$ cat src/rtl/nabp_angle_sequencer_if.sv
// ----------------------------------------------------------------------------
// nabp_angle_sequencer_if
//   Angle channel between the angle sequencer and the mode-control logic and
//   datapath.
//   master (sequencer) drives : angle, angle_valid, sector_first, last_angle
//   master (sequencer) samples: angle_ready, proc_done
//   slave  (consumer)  is the mirror image.
// ----------------------------------------------------------------------------
interface nabp_angle_sequencer_if #(
  parameter int ANGLE_WIDTH = 9
);
  logic [ANGLE_WIDTH-1:0] angle;
  logic                   angle_valid;
  logic                   angle_ready;
  logic                   sector_first;
  logic                   last_angle;
  logic                   proc_done;

  modport master (
    output angle, angle_valid, sector_first, last_angle,
    input  angle_ready, proc_done
  );

  modport slave (
    input  angle, angle_valid, sector_first, last_angle,
    output angle_ready, proc_done
  );
endinterface

$ cat src/rtl/nabp_angle_sequencer.sv
// ----------------------------------------------------------------------------
// nabp_angle_sequencer
//   Walks projection angles 0, ANGLE_STEP, ... below ANGLE_END, offering each
//   one on a valid/ready channel and holding it until the datapath reports
//   proc_done. Flags the first angle of each sector (a/b/c/d split at
//   ANGLE_45/90/135) and the final angle of the sweep.
// Ports
//   clk, reset_n : clock (rising edge), asynchronous active-low reset
//   start        : pulse, begins a sweep from IDLE
//   abort        : pulse, drops any sweep in progress back to IDLE
//   busy         : high whenever not IDLE
//   sweep_done   : one-cycle pulse after the final angle is processed
//   ang          : angle channel (angle/valid/ready, sector_first,
//                  last_angle, proc_done)
// All outputs are registered.
// ----------------------------------------------------------------------------
module nabp_angle_sequencer #(
  parameter int ANGLE_WIDTH = 9,
  parameter int ANGLE_STEP  = 1,
  parameter int ANGLE_END   = 180,
  parameter int ANGLE_45    = 45,
  parameter int ANGLE_90    = 90,
  parameter int ANGLE_135   = 135
) (
  input  logic                         clk,
  input  logic                         reset_n,
  input  logic                         start,
  input  logic                         abort,
  output logic                         busy,
  output logic                         sweep_done,
  nabp_angle_sequencer_if.master       ang
);

  typedef enum logic [1:0] {S_IDLE, S_OFFER, S_WAIT, S_FINISH} state_t;

  localparam logic [ANGLE_WIDTH-1:0] STEP_N = ANGLE_WIDTH'(ANGLE_STEP);
  localparam logic [ANGLE_WIDTH:0]   STEP_W = (ANGLE_WIDTH+1)'(ANGLE_STEP);
  localparam logic [ANGLE_WIDTH:0]   END_W  = (ANGLE_WIDTH+1)'(ANGLE_END);
  localparam logic [ANGLE_WIDTH-1:0] A45    = ANGLE_WIDTH'(ANGLE_45);
  localparam logic [ANGLE_WIDTH-1:0] A90    = ANGLE_WIDTH'(ANGLE_90);
  localparam logic [ANGLE_WIDTH-1:0] A135   = ANGLE_WIDTH'(ANGLE_135);

  function automatic logic [1:0] sector_of(input logic [ANGLE_WIDTH-1:0] x);
    if (x < A45)       return 2'd0;
    else if (x < A90)  return 2'd1;
    else if (x < A135) return 2'd2;
    else               return 2'd3;
  endfunction

  // One extra bit keeps angle+step from wrapping near the top of the range,
  // so a non-dividing step still terminates on the largest angle below END.
  function automatic logic is_last(input logic [ANGLE_WIDTH-1:0] x);
    logic [ANGLE_WIDTH:0] sum;
    sum = {1'b0, x} + STEP_W;
    return (sum >= END_W);
  endfunction

  state_t                 state_q, state_d;
  logic [ANGLE_WIDTH-1:0] angle_q, angle_d;
  logic                   valid_q, valid_d;
  logic                   sf_q, sf_d;
  logic                   last_q, last_d;
  logic                   busy_q, busy_d;
  logic                   done_q, done_d;
  logic [ANGLE_WIDTH-1:0] next_angle;

  // Only used when the current angle is not the last, so it always fits.
  assign next_angle = angle_q + STEP_N;

  always_comb begin
    state_d = state_q;
    angle_d = angle_q;
    valid_d = valid_q;
    sf_d    = sf_q;
    last_d  = last_q;
    busy_d  = busy_q;
    done_d  = 1'b0;

    case (state_q)
      S_IDLE: begin
        if (start) begin
          state_d = S_OFFER;
          angle_d = '0;
          valid_d = 1'b1;
          sf_d    = 1'b1;
          last_d  = is_last('0);
          busy_d  = 1'b1;
        end
      end
      S_OFFER: begin
        if (valid_q && ang.angle_ready) begin
          state_d = S_WAIT;
          valid_d = 1'b0;
        end
      end
      S_WAIT: begin
        if (ang.proc_done) begin
          if (last_q) begin
            state_d = S_FINISH;
            done_d  = 1'b1;
          end else begin
            state_d = S_OFFER;
            angle_d = next_angle;
            valid_d = 1'b1;
            sf_d    = (sector_of(next_angle) != sector_of(angle_q));
            last_d  = is_last(next_angle);
          end
        end
      end
      S_FINISH: begin
        state_d = S_IDLE;
        busy_d  = 1'b0;
      end
      default: begin
        state_d = S_IDLE;
        busy_d  = 1'b0;
        valid_d = 1'b0;
      end
    endcase

    // abort overrides everything else, but leaves an idle sequencer untouched
    // so the held final angle of a completed sweep survives a stray abort.
    if (abort && (state_q != S_IDLE)) begin
      state_d = S_IDLE;
      angle_d = '0;
      valid_d = 1'b0;
      sf_d    = 1'b0;
      last_d  = 1'b0;
      busy_d  = 1'b0;
      done_d  = 1'b0;
    end
  end

  always_ff @(posedge clk or negedge reset_n) begin
    if (!reset_n) begin
      state_q <= S_IDLE;
      angle_q <= '0;
      valid_q <= 1'b0;
      sf_q    <= 1'b0;
      last_q  <= 1'b0;
      busy_q  <= 1'b0;
      done_q  <= 1'b0;
    end else begin
      state_q <= state_d;
      angle_q <= angle_d;
      valid_q <= valid_d;
      sf_q    <= sf_d;
      last_q  <= last_d;
      busy_q  <= busy_d;
      done_q  <= done_d;
    end
  end

  assign ang.angle        = angle_q;
  assign ang.angle_valid  = valid_q;
  assign ang.sector_first = sf_q;
  assign ang.last_angle   = last_q;
  assign busy             = busy_q;
  assign sweep_done       = done_q;

endmodule
$ cat src/flat_wrapper.sv
// flat-port wrapper written by rule: the top's interface ports become plain ports
module nabp_angle_sequencer_flat 
#(
  parameter int ANGLE_WIDTH = 9,
  parameter int ANGLE_STEP  = 1,
  parameter int ANGLE_END   = 180,
  parameter int ANGLE_45    = 45,
  parameter int ANGLE_90    = 90,
  parameter int ANGLE_135   = 135
)
  (clk, reset_n, start, abort, busy, sweep_done, ang_angle, ang_angle_valid, ang_sector_first, ang_last_angle, ang_angle_ready, ang_proc_done);
  nabp_angle_sequencer_if #(.ANGLE_WIDTH(ANGLE_WIDTH)) ang_i ();
  input  logic clk;
  input  logic reset_n;
  input  logic start;
  input  logic abort;
  output logic busy;
  output logic sweep_done;
  output wire logic [$bits(ang_i.angle)-1:0] ang_angle;
  output wire logic [$bits(ang_i.angle_valid)-1:0] ang_angle_valid;
  output wire logic [$bits(ang_i.sector_first)-1:0] ang_sector_first;
  output wire logic [$bits(ang_i.last_angle)-1:0] ang_last_angle;
  input wire logic [$bits(ang_i.angle_ready)-1:0] ang_angle_ready;
  input wire logic [$bits(ang_i.proc_done)-1:0] ang_proc_done;
  assign ang_angle = ang_i.angle;
  assign ang_angle_valid = ang_i.angle_valid;
  assign ang_sector_first = ang_i.sector_first;
  assign ang_last_angle = ang_i.last_angle;
  assign ang_i.angle_ready = ang_angle_ready;
  assign ang_i.proc_done = ang_proc_done;
  nabp_angle_sequencer #(.ANGLE_WIDTH(ANGLE_WIDTH), .ANGLE_STEP(ANGLE_STEP), .ANGLE_END(ANGLE_END), .ANGLE_45(ANGLE_45), .ANGLE_90(ANGLE_90), .ANGLE_135(ANGLE_135)) u_core (.clk(clk), .reset_n(reset_n), .start(start), .abort(abort), .busy(busy), .sweep_done(sweep_done), .ang(ang_i));
endmodule
$ cat config.mk
export PLATFORM = sky130hd
export DESIGN_NAME = nabp_angle_sequencer_flat
export DESIGN_NICKNAME = d
export VERILOG_FILES = /design/src/rtl/nabp_angle_sequencer_if.sv /design/src/rtl/nabp_angle_sequencer.sv /design/src/flat_wrapper.sv
export SDC_FILE = /design/constraint.sdc
export NUM_CORES = 1
export LEC_CHECK = 0
export ABC_CLOCK_PERIOD_IN_PS = 6470
export CELL_PAD_IN_SITES_DETAIL_PLACEMENT = 1
export CELL_PAD_IN_SITES_GLOBAL_PLACEMENT = 2
export CORE_MARGIN = 1
export CORE_UTILIZATION = 35
export CTS_CLUSTER_SIZE = 40
export DETAILED_ROUTE_END_ITERATION = 10
export PLACE_DENSITY = 0.95
export SLEW_MARGIN = 20
export SYNTH_ARGS = -nofsm -noshare
export SYNTH_HDL_FRONTEND = slang
export SYNTH_SLANG_ARGS = --single-unit
$ cat constraint.sdc
create_clock -name clk -period 6.47 [get_ports clk]
set_input_delay 1.294 -clock clk [delete_from_list [all_inputs] [get_ports clk]]
set_output_delay 1.294 -clock clk [all_outputs]
set_load 0.02 [all_outputs]
==> results.py <==
metrics = {
    "status": {
        "outcome": "completed",
    },
    "sta": {
        "setup_tns_ns": 0,
        "fmax_mhz": 335,
        "fin_skew_ns": 0.000823,
        "finalWorstSetupSlack_ns": 3.49,
        "worstMarginPinSlew_ns": 0.744,
        "post-route-period-util": 0.461,
        "slew_headroom": 0.502,
        "fin_crit_ns": 2.98,
        "whs_ns": 0.562,
        "hold_violations": 0,
        "rsz0062_at_grt": "no",
        "drv_slew": 0,
        "setup-violations-final": 0,
    },
    "drt": {
        "drc": 0,
        "firstDrtPassIters": 4,
        "vias": 1441,
        "drt-wirelength-per-cell_um": 18.1,
        "drt_iter0_markers": 61,
        "avgViaCountPerCell": 5.86,
        "ant_nets": 0,
        "wl_mm": 4.46,
    },
    "yosys": {
        "yosysWarnings": 0,
        "syn_area_per_cell_um2": 8.39,
        "synth-async-reset-ratio": 1.00,
        "synth_area_um2": 1500,
        "syn_inst": 179,
        "syn_nets": 194,
        "yosysSeqAreaShare": 0.266,
        "yosysUniqueCellTypes": 53,
        "ys.flop_type": "dfrtp_1",
        "synth_edf_count": 0,
        "synth-seq-cells": 16,
    },
    "worst_setup_path": {
        "path_cells": "clkdlybuf4s50_1, or2b_4, nand2_1, o21ai_1, nor2_1, a22o_1",
        "end_kind": "flip-flop",
        "crit_required_ns": 6.62,
        "max_stage_delay_ns": 0.50,
        "worstSetupPathType": "in -> reg",
        "crit_path_start_kind": "input pin",
        "crit_fanout": 9,
        "crit_family": "compound AO/OA/AOI/OAI gates",
        "arrival_ns": 3.13,
        "slowest_stage": "clkdlybuf4s50_1",
        "worst-path-buf-inv": 1,
    },
    "clocking": {
        "htree_levels": 1,
        "cts.sinks": 16,
        "worstSkewPairLatency_ns": 0.25,
        "cts-buffers-inserted": 3,
        "cts_resized": 0,
        "clk_path_buf_depth": 2,
        "cts_tree": "yes",
        "cts.clk_slew.worst_paths_ns": 0.06,
        "cts_root_buffer": "clkbuf_8",
        "ctsHoldBuffers": 0,
        "post_cts.repair.setup_buffers": 0,
    },
    "placement": {
        "placed_cell_area_um2": 1700,
        "portBuffers": 19,
        "place_ws_ns": 3.26,
        "dpl.cell_count": 242,
        "hpwl_mm": 3.43,
        "gp_congestion": 0.890,
    },
    "pwr": {
        "leakage_nw": 0.712,
        "power_report.internal_total_mw": 0.263,
        "clkPwrFrac": 0.198,
        "ir_drop_uv": 165,
        "power_density_nw_per_um2": 262,
        "totalPowerFinal_mw": 0.460,
        "p_switching_mw": 0.197,
        "p_comb_frac": 0.489,
        "p_sw_frac": 0.427,
        "seq_power_share": 0.312,
    },
    "grt": {
        "grt_max_degree": 17,
        "antenna_found_initial": 0,
        "track_usage": 0.218,
        "grt_pass1_vias": 1409,
        "gr-total-overflow": 0,
        "grt_pass1_wl_mm": 7.18,
    },
    "floorplan": {
        "rows": 23,
        "core_area_um2": 4060,
        "io_pins": 20,
        "die-area_um2": 4560,
        "die_h_um": 67.5,
        "fp.dieW_um": 67.5,
        "start_util": 0.370,
    },
    "final_layout": {
        "final_core_utilization": 0.432,
        "stdcell_count": 246,
        "fin_area_um2": 1750,
        "area_growth_pct": 16.7,
        "drive_above_1_share": 0.0969,
        "n_antenna_cell": 0,
        "final_net_count": 212,
    },
    "run": {
        "cap_viol_max_count": 0,
    },
    "hold_path": {
        "hold_path.class": "reg -> reg",
    },
}
power by group through the flow:
stage          combinational, mW  sequential (mW)  clock, mW
6_report                   0.225            0.144     0.0911
5_1_grt                    0.255            0.148     0.0972
4_1_cts                    0.228            0.144     0.0924
3_5_place_dp               0.225            0.146          0
3_3_place_gp               0.215            0.144          0
2_1_floorplan              0.145            0.151          0
per-layer routing:
metal	part of all wire	vias up	GRT usage
met5	0	-	0
met4	0.0079	0	0.0585
met3	0.035	5	0.0321
met2	0.51	26	0.386
met1	0.44	720	0.269
li1	-	690	-
Yosys cell counts, drive strengths merged (2+ instances only):
library cell	instances	area share
nor3	2	0.0067
nor4	3	0.012
xor2	3	0.017
dfrtp	16	0.27
a31oi	5	0.021
o21ai	21	0.072
xnor2	7	0.056
nor2b	5	0.021
nor3b	2	0.010
nor2	18	0.045
buf	6	0.038
and3	4	0.017
or2	2	0.0083
or3	2	0.012
and3b	2	0.012
o31ai	3	0.015
nand4	2	0.018
nand3	3	0.013
o31a	2	0.012
o22ai	2	0.0083
a21oi	10	0.036
and2	3	0.013
ha	9	0.075
o21a	2	0.010
o211ai	2	0.010
o221ai	2	0.012
nand2	17	0.042
inv	8	0.020
a22o	3	0.017
worst paths after layout:
| kind | start | endpoint | slack, ns | depth (start not counted) |
|---|---|---|---|---|
| hold reg to reg | u_core.state_q[1] | u_core.state_q[1] | 0.56 | 1 |
| hold / removal | u_core.state_q[1] | u_core.state_q[1] | 0.56 | 1 |
| setup / recovery | abort | u_core.ang.angle[3] | 3.49 | 6 |
| setup reg to reg | u_core.ang.angle[0] | u_core.ang.sector_first | 3.88 | 8 |
| min in group asynchronous | reset_n | u_core.ang.sector_first | 1.48 | 1 |
| max in group asynchronous | reset_n | u_core.sweep_done | 4.53 | 1 |
flip-flops by register name, indices dropped and copies added, names as in the netlist:
signal,count
u_core.busy,1
u_core.state_q,2
u_core.sweep_done,1
u_core.ang.last_angle,1
u_core.ang.angle,9
u_core.ang.angle_valid,1
u_core.ang.sector_first,1
placed cells by master, fill, tap and decap left out, drive strengths merged, types with 3 or more instances in the layout:
master / n
clkdlybuf4s50: 19
inv: 8
a22o: 3
ha: 9
and2: 3
o31ai: 3
o21ai: 21
xnor2: 7
nor2: 18
nor2b: 5
clkbuf: 4
dfrtp: 16
xor2: 3
a21oi: 10
a31oi: 5
and3: 4
nand2: 17
nor4: 3
nand3: 3
kinds of logic after synthesis:
logic type | synth area share
AO/OA/AOI/OAI | 0.280
adder cells (fa/ha/maj) | 0.0749
buffers and inverters | 0.0616
flip-flops | 0.266
XOR/XNOR | 0.0733
AND/OR/NAND/NOR | 0.244
layout make-up:
type / instances / area (um^2)
inverter: 9 / 35.0
timing repair buffer: 19 / 190
clock buffer: 4 / 55.1
fill: 482 / 2300
multi-input combinational: 148 / 1010
tap: 50 / 62.6
sequential: 16 / 400
worst register-to-register path, stage by stage, from the launching register on:
cell and delay, ns:
dfrtp_1 0.60, ha_1 0.38, nand3_2 0.23, xnor2_2 0.24, a211o_2 0.35, o21ai_1 0.21, a41oi_2 0.16, xnor2_1 0.21
a21oi_2 0.08
Power figures use the tool's default switching activity.
